File: src/rtl/mem_port_arbiter_if.sv
// Bus bundle for mem_port_arbiter: IF and DM requester handshakes, the
// single-port memory port, and the busy/owner status outputs.
// slave  = arbiter side, master = requesters plus memory macro side.
interface mem_port_arbiter_if #(
  parameter int ADDR_W = 10,
  parameter int DATA_W = 32
);
  // Instruction-fetch requester
  logic              if_req;
  logic [ADDR_W-1:0] if_addr;
  logic              if_ack;
  logic [DATA_W-1:0] if_rdata;
  // Load/store requester
  logic              dm_req;
  logic              dm_we;
  logic [ADDR_W-1:0] dm_addr;
  logic [DATA_W-1:0] dm_wdata;
  logic              dm_ack;
  logic [DATA_W-1:0] dm_rdata;
  // Memory macro port
  logic              mem_en;
  logic              mem_we;
  logic [ADDR_W-1:0] mem_addr;
  logic [DATA_W-1:0] mem_wdata;
  logic [DATA_W-1:0] mem_rdata;
  // Status
  logic              busy;
  logic              owner;

  modport slave (
    input  if_req, if_addr, dm_req, dm_we, dm_addr, dm_wdata, mem_rdata,
    output if_ack, if_rdata, dm_ack, dm_rdata,
    output mem_en, mem_we, mem_addr, mem_wdata, busy, owner
  );

  modport master (
    output if_req, if_addr, dm_req, dm_we, dm_addr, dm_wdata, mem_rdata,
    input  if_ack, if_rdata, dm_ack, dm_rdata,
    input  mem_en, mem_we, mem_addr, mem_wdata, busy, owner
  );
endinterface

File: src/rtl/mem_port_arbiter.sv
// mem_port_arbiter: shares one single-port synchronous memory between the
// instruction-fetch (IF) and load/store (DM) requesters. Each access runs
// IDLE -> ISSUE -> (WAIT x RD_LAT for reads) -> RESP, and the winner gets a
// one-cycle ack in RESP.
// Optional feature: define MEM_ARB_RR_EN for round-robin arbitration on ties;
// otherwise DM always wins over IF.
// RD_LAT must lie in 1..7 (the wait counter is 3 bits wide).
module mem_port_arbiter #(
  parameter int ADDR_W = 10,
  parameter int DATA_W = 32,
  parameter int RD_LAT = 1
) (
  input logic               clk,
  input logic               rst_n,
  mem_port_arbiter_if.slave bus
);

  localparam logic [2:0] RD_LAT_C = 3'(RD_LAT);

  typedef enum logic [1:0] {
    S_IDLE  = 2'd0,
    S_ISSUE = 2'd1,
    S_WAIT  = 2'd2,
    S_RESP  = 2'd3
  } state_t;

  state_t            state_reg,    state_next;
  logic              owner_reg,    owner_next;
  logic              we_reg,       we_next;
  logic [ADDR_W-1:0] addr_reg,     addr_next;
  logic [DATA_W-1:0] wdata_reg,    wdata_next;
  logic [2:0]        cnt_reg,      cnt_next;
  logic [DATA_W-1:0] if_rdata_reg, if_rdata_next;
  logic [DATA_W-1:0] dm_rdata_reg, dm_rdata_next;
  logic              grant_dm;

`ifdef MEM_ARB_RR_EN
  logic last_owner_reg, last_owner_next;

  // Round-robin: on a tie the requester that was not served last wins
  assign grant_dm = bus.dm_req && (!bus.if_req || !last_owner_reg);
`else
  // Fixed priority: a pending load/store always beats a fetch
  assign grant_dm = bus.dm_req;
`endif

  // Access sequencer: next state, request latching and read-data capture
  always_comb begin
    state_next    = state_reg;
    owner_next    = owner_reg;
    we_next       = we_reg;
    addr_next     = addr_reg;
    wdata_next    = wdata_reg;
    cnt_next      = cnt_reg;
    if_rdata_next = if_rdata_reg;
    dm_rdata_next = dm_rdata_reg;
`ifdef MEM_ARB_RR_EN
    last_owner_next = last_owner_reg;
`endif
    case (state_reg)
      S_IDLE: begin
        if (bus.dm_req || bus.if_req) begin
          owner_next = grant_dm;
          if (grant_dm) begin
            addr_next  = bus.dm_addr;
            wdata_next = bus.dm_wdata;
            we_next    = bus.dm_we;
          end else begin
            // Fetches are always reads; wdata keeps its old value
            addr_next = bus.if_addr;
            we_next   = 1'b0;
          end
          state_next = S_ISSUE;
        end
      end
      S_ISSUE: begin
        if (we_reg) begin
          state_next = S_RESP;
        end else begin
          cnt_next   = RD_LAT_C;
          state_next = S_WAIT;
        end
      end
      S_WAIT: begin
        cnt_next = cnt_reg - 3'd1;
        if (cnt_reg == 3'd1) begin
          // Memory data is valid in this last wait cycle
          if (owner_reg) dm_rdata_next = bus.mem_rdata;
          else           if_rdata_next = bus.mem_rdata;
          state_next = S_RESP;
        end
      end
      S_RESP: begin
`ifdef MEM_ARB_RR_EN
        last_owner_next = owner_reg;
`endif
        state_next = S_IDLE;
      end
      default: state_next = S_IDLE;
    endcase
  end

  // State and latch registers; reset abandons any access in flight
  always_ff @(posedge clk or negedge rst_n) begin
    if (!rst_n) begin
      state_reg    <= S_IDLE;
      owner_reg    <= 1'b0;
      we_reg       <= 1'b0;
      addr_reg     <= '0;
      wdata_reg    <= '0;
      cnt_reg      <= '0;
      if_rdata_reg <= '0;
      dm_rdata_reg <= '0;
`ifdef MEM_ARB_RR_EN
      last_owner_reg <= 1'b0;
`endif
    end else begin
      state_reg    <= state_next;
      owner_reg    <= owner_next;
      we_reg       <= we_next;
      addr_reg     <= addr_next;
      wdata_reg    <= wdata_next;
      cnt_reg      <= cnt_next;
      if_rdata_reg <= if_rdata_next;
      dm_rdata_reg <= dm_rdata_next;
`ifdef MEM_ARB_RR_EN
      last_owner_reg <= last_owner_next;
`endif
    end
  end

  // Outputs decode straight from registered state so reset clears them at once
  assign bus.mem_en    = (state_reg == S_ISSUE);
  assign bus.mem_we    = (state_reg == S_ISSUE) && we_reg;
  assign bus.mem_addr  = addr_reg;
  assign bus.mem_wdata = wdata_reg;
  assign bus.if_ack    = (state_reg == S_RESP) && !owner_reg;
  assign bus.dm_ack    = (state_reg == S_RESP) && owner_reg;
  assign bus.if_rdata  = if_rdata_reg;
  assign bus.dm_rdata  = dm_rdata_reg;
  assign bus.busy      = (state_reg != S_IDLE);
  assign bus.owner     = owner_reg;

endmodule

File: src/flat_wrapper.sv
// flat-port wrapper written by rule: the top's interface ports become plain ports
module mem_port_arbiter_flat 
#(
  parameter int ADDR_W = 10,
  parameter int DATA_W = 32,
  parameter int RD_LAT = 1
)
  (clk, rst_n, bus_if_req, bus_if_addr, bus_dm_req, bus_dm_we, bus_dm_addr, bus_dm_wdata, bus_mem_rdata, bus_if_ack, bus_if_rdata, bus_dm_ack, bus_dm_rdata, bus_mem_en, bus_mem_we, bus_mem_addr, bus_mem_wdata, bus_busy, bus_owner);
  mem_port_arbiter_if #(.ADDR_W(ADDR_W), .DATA_W(DATA_W)) bus_i ();
  input logic clk;
  input logic rst_n;
  input wire logic [$bits(bus_i.if_req)-1:0] bus_if_req;
  input wire logic [$bits(bus_i.if_addr)-1:0] bus_if_addr;
  input wire logic [$bits(bus_i.dm_req)-1:0] bus_dm_req;
  input wire logic [$bits(bus_i.dm_we)-1:0] bus_dm_we;
  input wire logic [$bits(bus_i.dm_addr)-1:0] bus_dm_addr;
  input wire logic [$bits(bus_i.dm_wdata)-1:0] bus_dm_wdata;
  input wire logic [$bits(bus_i.mem_rdata)-1:0] bus_mem_rdata;
  output wire logic [$bits(bus_i.if_ack)-1:0] bus_if_ack;
  output wire logic [$bits(bus_i.if_rdata)-1:0] bus_if_rdata;
  output wire logic [$bits(bus_i.dm_ack)-1:0] bus_dm_ack;
  output wire logic [$bits(bus_i.dm_rdata)-1:0] bus_dm_rdata;
  output wire logic [$bits(bus_i.mem_en)-1:0] bus_mem_en;
  output wire logic [$bits(bus_i.mem_we)-1:0] bus_mem_we;
  output wire logic [$bits(bus_i.mem_addr)-1:0] bus_mem_addr;
  output wire logic [$bits(bus_i.mem_wdata)-1:0] bus_mem_wdata;
  output wire logic [$bits(bus_i.busy)-1:0] bus_busy;
  output wire logic [$bits(bus_i.owner)-1:0] bus_owner;
  assign bus_i.if_req = bus_if_req;
  assign bus_i.if_addr = bus_if_addr;
  assign bus_i.dm_req = bus_dm_req;
  assign bus_i.dm_we = bus_dm_we;
  assign bus_i.dm_addr = bus_dm_addr;
  assign bus_i.dm_wdata = bus_dm_wdata;
  assign bus_i.mem_rdata = bus_mem_rdata;
  assign bus_if_ack = bus_i.if_ack;
  assign bus_if_rdata = bus_i.if_rdata;
  assign bus_dm_ack = bus_i.dm_ack;
  assign bus_dm_rdata = bus_i.dm_rdata;
  assign bus_mem_en = bus_i.mem_en;
  assign bus_mem_we = bus_i.mem_we;
  assign bus_mem_addr = bus_i.mem_addr;
  assign bus_mem_wdata = bus_i.mem_wdata;
  assign bus_busy = bus_i.busy;
  assign bus_owner = bus_i.owner;
  mem_port_arbiter #(.ADDR_W(ADDR_W), .DATA_W(DATA_W), .RD_LAT(RD_LAT)) u_core (.clk(clk), .rst_n(rst_n), .bus(bus_i));
endmodule
File: config.mk
export PLATFORM = sky130hd
export DESIGN_NAME = mem_port_arbiter_flat
export DESIGN_NICKNAME = d
export VERILOG_FILES = /design/src/rtl/mem_port_arbiter_if.sv /design/src/rtl/mem_port_arbiter.sv /design/src/flat_wrapper.sv
export SDC_FILE = /design/constraint.sdc
export NUM_CORES = 1
export LEC_CHECK = 0
export CAP_MARGIN = 10
export CORE_MARGIN = 2
export CORE_UTILIZATION = 25
export CTS_BUF_LIST = sky130_fd_sc_hd__clkbuf_8
export DETAILED_ROUTE_END_ITERATION = 8
export DONT_BUFFER_PORTS = 1
export PLACE_DENSITY = 0.36
export REMOVE_ABC_BUFFERS = 1
export SLEW_MARGIN = 40
export SYNTH_ARGS = -nofsm -noshare
export SYNTH_HDL_FRONTEND = slang
export SYNTH_SLANG_ARGS = --single-unit
File: constraint.sdc
create_clock -name clk -period 2.3 [get_ports clk]
set_input_delay 0.345 -clock clk [delete_from_list [all_inputs] [get_ports clk]]
set_output_delay 0.345 -clock clk [all_outputs]
set_load 0.05 [all_outputs]
==> summary.md, run 1 <==
| Metric | Value |
|---|---|
| Routed Wire Length | 10.0 mm |
| Clk_lat worst skew | approximately 0.42 ns |
| Fin crit share | 84.7% |
| H-tree depth | 4 |
| CTS Buf Count | 17 |
| TNS Setup | 0 ns |
| Synthesized area per cell | about 15 um^2 |
| Routed WL per cell | 18.2 um |
| Startpoint types | flip-flop |
| Post-synthesis sequential area ratio | 62.7% |
| Endpoints failing setup | 0 |
| Worst Reg-to-Reg Cells | 5 |
| Syn-to-layout area delta | 16.3% |
| Number of clock sinks | 113 |
| CP required | 1.96 ns |
| Routability Congestion | ~0.7 |
| Die Ht | between 100 and 150 um |
| Worst path cell trace | inv_1, ha_1, inv_1 |
| Layout fillers | approximately 1.8k |
| Hold crit path type | in2async |
| Crit path DAT | 1.60 ns |
| Top Usage Layer GRT | met2 |
| Critical path's slowest cell | dfrtp_1 |
| DR vias/cell | 4.34 |
| Post-Syn Area | roughly 0.0045 mm^2 |
| Final net count | between 400 and 500 |
| Commonest non-fill, non-tap cell in the layout | dfrtp_1 |
| Grt ovf | 0 |
| Max-slew violations | 0 |
| Met1 Use GR | 11.4% |
| Via count | 2395 |
| Cts repair resizes | 0 |
| Unrepaired setup endpoints after global routing | false |
| Synthesized instance count | between 200 and 300 |
| CTS tree | built |
| Io pins | between 200 and 250 |
| Buffers on Ports | 0 |
| RR Startpoint | u_core.state_reg[0]$_DFFE_PN0P_ |
| Share of cells above drive strength 1 | 43.3% |
| Period minus WS final | 1.95 ns |
| CTS root buf | clkbuf_8 |
| Footprint of the multi-input gates | 0.00158 mm^2 |
| Cell repeated most along the worst path | inv_1 |
| Fin Hold WS | -0.383 ns |
| Vias in the first global route | 2728 |
| Clock Path Buffers | 2 |
| Max incr delay on CP | 0.44 ns |
| Crit Path Class | reg2out |
| Die width | 138 um |
| Top FF cell, synth | dfrtp_1 |
| Worst R2R Setup Slack | ~0.43 ns |
| Dpl hpwl | 6.70 mm |
| Initial Util | 25.3% |
| Fmax | 513 MHz |
| Outcome | finished, violations left |
| Met3 track demand over resource | under 10% |
| Most frequent cells in the layout | dfrtp_1, mux2_2, clkbuf_8 |
| Die Area | roughly 0.019 mm^2 |
| Yosys cell types | 28 |
| Global-route wire length before repair | ~16 mm |
| Yosys reg bits | 113 |
| R2R Path End | u_core.bus.if_rdata[26]$_DFFE_PN0P_ |
| Post-synth EDFFs | 0 |
| Worst slew pin tran | 0.527 ns |
| 1st-iter DRT viols | 69 |
| Slew margin rel. | around two thirds |
| Sequential cell area | 0.00283 mm^2 |
| Warnings, synthesis | 0 |
| CTS clk-pin slew, worst paths | 0.07 ns |
| Final hold viol count | 113 |
| Crit. End Element | output port |
| Initial antenna violation count | 0 |
| Clk_skew | ~0.0097 ns |
| Post-route ant nets | 0 |
| Pre-antenna DRT Iters | 4 |
| Std cell rows | 49 |
| # DRC | 0 |
| M2 GR Usage | 18.1% |
| Diodes inserted | 0 |
| Max cap viols | 0 |
| Core Area | 0.0178 mm^2 |
| Post-CTS Setup Inserts | 0 |
| GRT Total Usage | 10.9% |
| Failing checks | hold timing |
| Largest net degree at the start of global routing | 114 |
| Fraction of registers with async set/reset | 100% |
| Crit path max fanout | 6 |
[worst max-delay path: cells and delay by family (launching register included)]
family	cells	cell delay [ns]
fa+ha+maj	1	0.27
buf+inv	2	0.48
flops	1	0.44
[routing by layer]
| metal | wire length (um) | part of all wire, % |
|---|---|---|
| met5 | 0 | 0 |
| met4 | 220 | 2.2 |
| met3 | 993 | 9.9 |
| met2 | 5110 | 51 |
| met1 | 3710 | 37 |
[how the worst max path moves through the flow]
stage | start | endpoint | slack [ns] | cells past startpoint
floorplan | u_core.state_reg[0]$_DFFE_PN0P_ | u_core.bus.if_rdata[0]$_DFFE_PN0P_ | 0.06 | 4
global placement | u_core.state_reg[0]$_DFFE_PN0P_ | u_core.bus.if_rdata[19]$_DFFE_PN0P_ | 0.48 | 5
detailed placement | u_core.state_reg[0]$_DFFE_PN0P_ | u_core.bus.if_rdata[19]$_DFFE_PN0P_ | 0.41 | 5
CTS | u_core.state_reg[1]$_DFFE_PN0P_ | bus_busy | 0.30 | 3
global route | u_core.state_reg[1]$_DFFE_PN0P_ | bus_busy | 0.24 | 3
finish | u_core.state_reg[1]$_DFFE_PN0P_ | bus_busy | 0.35 | 3
[metrics by stage]
step | std cells | instance area [um^2] | setup slack [ns] | util, %
global placement | 520 | 4820 | 0.480 | 27.0
finish | 552 | 5250 | 0.351 | 29.4
CTS | 552 | 5250 | 0.298 | 29.4
detailed placement | 520 | 4820 | 0.408 | 27.0
floorplan | 283 | 4430 | 0.0599 | -
global route | 552 | 5250 | 0.243 | 29.4
[cells in the mapped netlist, types with 2 or more instances]
master,count,area (um^2)
buf_6,3,33.8
buf_2,8,40.0
dfrtp_1,113,2830
o21ai_0,11,55.1
mux2_2,97,1090
clkbuf_1,2,7.51
nand2_1,15,56.3
inv_1,7,26.3
mux2i_1,11,110
nor2_1,3,11.3
ha_1,8,100
a21oi_1,2,10.0
[final cells by class]
class	instances	area share (%)
timing repair buffer	8	1.86
multi-input combinational	163	30.1
tap	229	5.46
clock inverter	12	3.00
sequential	113	53.9
clock buffer	20	5.24
inverter	7	0.501
[kinds of logic after synthesis]
family / Yosys count / share of synthesized area (%)
fa+ha+maj: 8 / 2.22
simple gates: 28 / 3.58
flops: 113 / 62.7
mux: 108 / 26.6
compound gates: 19 / 2.52
buf+inv: 20 / 2.38
Power of run 1 is not shown: default switching activity piles up to over one toggle a cycle in this logic, so the estimate is an artifact.
==> run 2, diff against run 1 <==
clock period = 1.9 ns   (was 2.3 ns; I/O delays follow)
==> summary.md, run 2 (same netlist as run 1, synthesis figures left out) <==
| Metric | Value |
|---|---|
| CTS clk-pin slew, worst paths | 0.07 ns |
| Sequential cell area | around 0.0028 mm^2 |
| 1st-iter DRT viols | 88 |
| Io pins | approximately 200 |
| Placed insts | roughly 520 |
| End of the critical path | bus_busy |
| Core Area | 0.0178 mm^2 |
| Area after DPL | 0.00485 mm^2 |
| Non-Filler Instances | 622 |
| RR Startpoint | u_core.state_reg[0]$_DFFE_PN0P_ |
| Final hold viol count | about 110 |
| Die Ht | 138 um |
| Crit path max fanout | 6 |
| Routability Congestion | 0.717 |
| Initial Util | 25.3% |
| Fin Hold WS | -0.448 ns |
| Share of cells above drive strength 1 | between 30% and 40% |
| Crit. End Element | output port |
| Clk_lat worst skew | 0.42 ns |
| Worst R2R Setup Slack | 0.12 ns |
| Die Area | about 0.019 mm^2 |
| Grt ovf | 0 |
| Fin crit share | 97.6% |
| CP required | 1.62 ns |
| Post-route ant nets | 0 |
| Outcome | finished, violations left |
| Routed WL per cell | 17.1 um |
| Max-slew violations | 0 |
| Endpoints failing setup | 0 |
| Final net count | 476 |
| Number of clock sinks | 113 |
| Critical path buffers and inverters | 2 |
| Dpl hpwl | 7.07 mm |
| Clk_skew | 0.0117 ns |
| Via count | 2671 |
| H-tree depth | 4 |
| Buffers on Ports | 0 |
| Period minus WS final | 1.86 ns |
| Hold crit path type | in2async |
| Most frequent cells in the layout | dfrtp_1, mux2_2, dlygate4sd3_1 |
| Pre-antenna DRT Iters | 5 |
| Die width | about 140 um |
| Design area | 0.00595 mm^2 |
| Post-Place Setup Slack | 0.130 ns |
| Std cell rows | 49 |
| Worst path cell trace | inv_1, ha_2, clkinvlp_4 |
| Largest net degree at the start of global routing | ~110 |
| Critical path's slowest cell | dfrtp_1 |
| Syn-to-layout area delta | 31.9% |
| Layout fillers | 1741 |
| Max incr delay on CP | 0.42 ns |
| # DRC | 0 |
| Setup ws final | 0.0447 ns |
| Max cap viols | 0 |
| Failing checks | hold timing |
| Startpoint types | flip-flop |
| Global-route wire length before repair | 16.7 mm |
| CTS Buf Count | 17 |
| Slew margin rel. | 62.6% |
| Critical Path Source | u_core.state_reg[0]$_DFFE_PN0P_ |
| Footprint of the multi-input gates | 0.00158 mm^2 |
| CTS root buf | clkbuf_8 |
| Clock Path Buffers | 2 |
| CP top delay family | buffers and inverters |
| Initial antenna violation count | 1 |
| Routed Wire Length | 10.6 mm |
| DR vias/cell | around 4.3 |
| Worst Reg-to-Reg Cells | 5 |
| Worst slew pin tran | 0.561 ns |
| GRT Total Usage | 11.4% |
| Crit Path Class | reg2out |
| Unrepaired setup endpoints after global routing | true |
| Commonest non-fill, non-tap cell in the layout | dfrtp_1 |
| WP depth | 3 |
| CTS tree | built |
| R2R Path End | u_core.bus.if_rdata[27]$_DFFE_PN0P_ |
| Vias in the first global route | 2973 |
| Fmax | 539 MHz |
| Crit path DAT | roughly 1.6 ns |
## run 2: cell type report
class,instances,area share [%]
diodes,1,0.0421
clock buffers,19,4.39
clock inverters,13,2.71
inverters,7,0.505
multi-input cells,163,26.6
flip-flops and latches,113,47.5
well taps,229,4.81
repair buffers,77,13.4
## run 2: through the flow
step                      util [%]  TNS, ns  hold WS, ns
after floorplan                  -   -19.30      -0.0106
final                         33.4        0       -0.448
after global placement        27.2        0     -0.00831
after global routing          33.4   -0.133       -0.509
after detailed placement      27.2        0     -0.00858
after CTS                     33.2  -0.0119       -0.494
## run 2: worst min-delay path by stage
| stage | from | endpoint | slack (ns) | cells past startpoint |
|---|---|---|---|---|
| floorplan | rst_n | u_core.bus.dm_rdata[0]$_DFFE_PN0P_ | -0.01 | 0 |
| global placement | rst_n | u_core.bus.if_rdata[20]$_DFFE_PN0P_ | -0.008 | 0 |
| detailed placement | rst_n | u_core.bus.if_rdata[20]$_DFFE_PN0P_ | -0.009 | 0 |
| CTS | rst_n | u_core.bus.if_rdata[20]$_DFFE_PN0P_ | -0.49 | 0 |
| global route | rst_n | u_core.bus.if_rdata[20]$_DFFE_PN0P_ | -0.51 | 0 |
| finish | rst_n | u_core.bus.if_rdata[20]$_DFFE_PN0P_ | -0.45 | 0 |
## run 2: metal layers
layer / track usage [%] / share of wire [%] / up-vias / wire, um
met2: 18.6 / 50 / 98 / 5290
met3: 6.20 / 9.9 / 9 / 1050
li1: - / - / 1206 / -
met1: 12.7 / 39 / 1358 / 4150
met5: 0 / 0 / - / 0
met4: 4.19 / 1.1 / 0 / 122
## run 2: timing repair
| action | CTS | global route |
|---|---|---|
| buffers inserted | 0 | 0 |
| hold endpoints to repair | 210 | 114 |
| gates resized for setup | 4 | 2 |
| setup endpoints to repair | 2 | 2 |
| hold buffers | 65 | 1 |
## run 2: worst register-to-register path, cell delays in order (launching register included)
cell	delay [ns]
dfrtp_1	0.42
inv_1	0.16
ha_1	0.20
nor3b_4	0.30
buf_12	0.23
mux2_2	0.36
Power of run 2 is left out for the same reason.
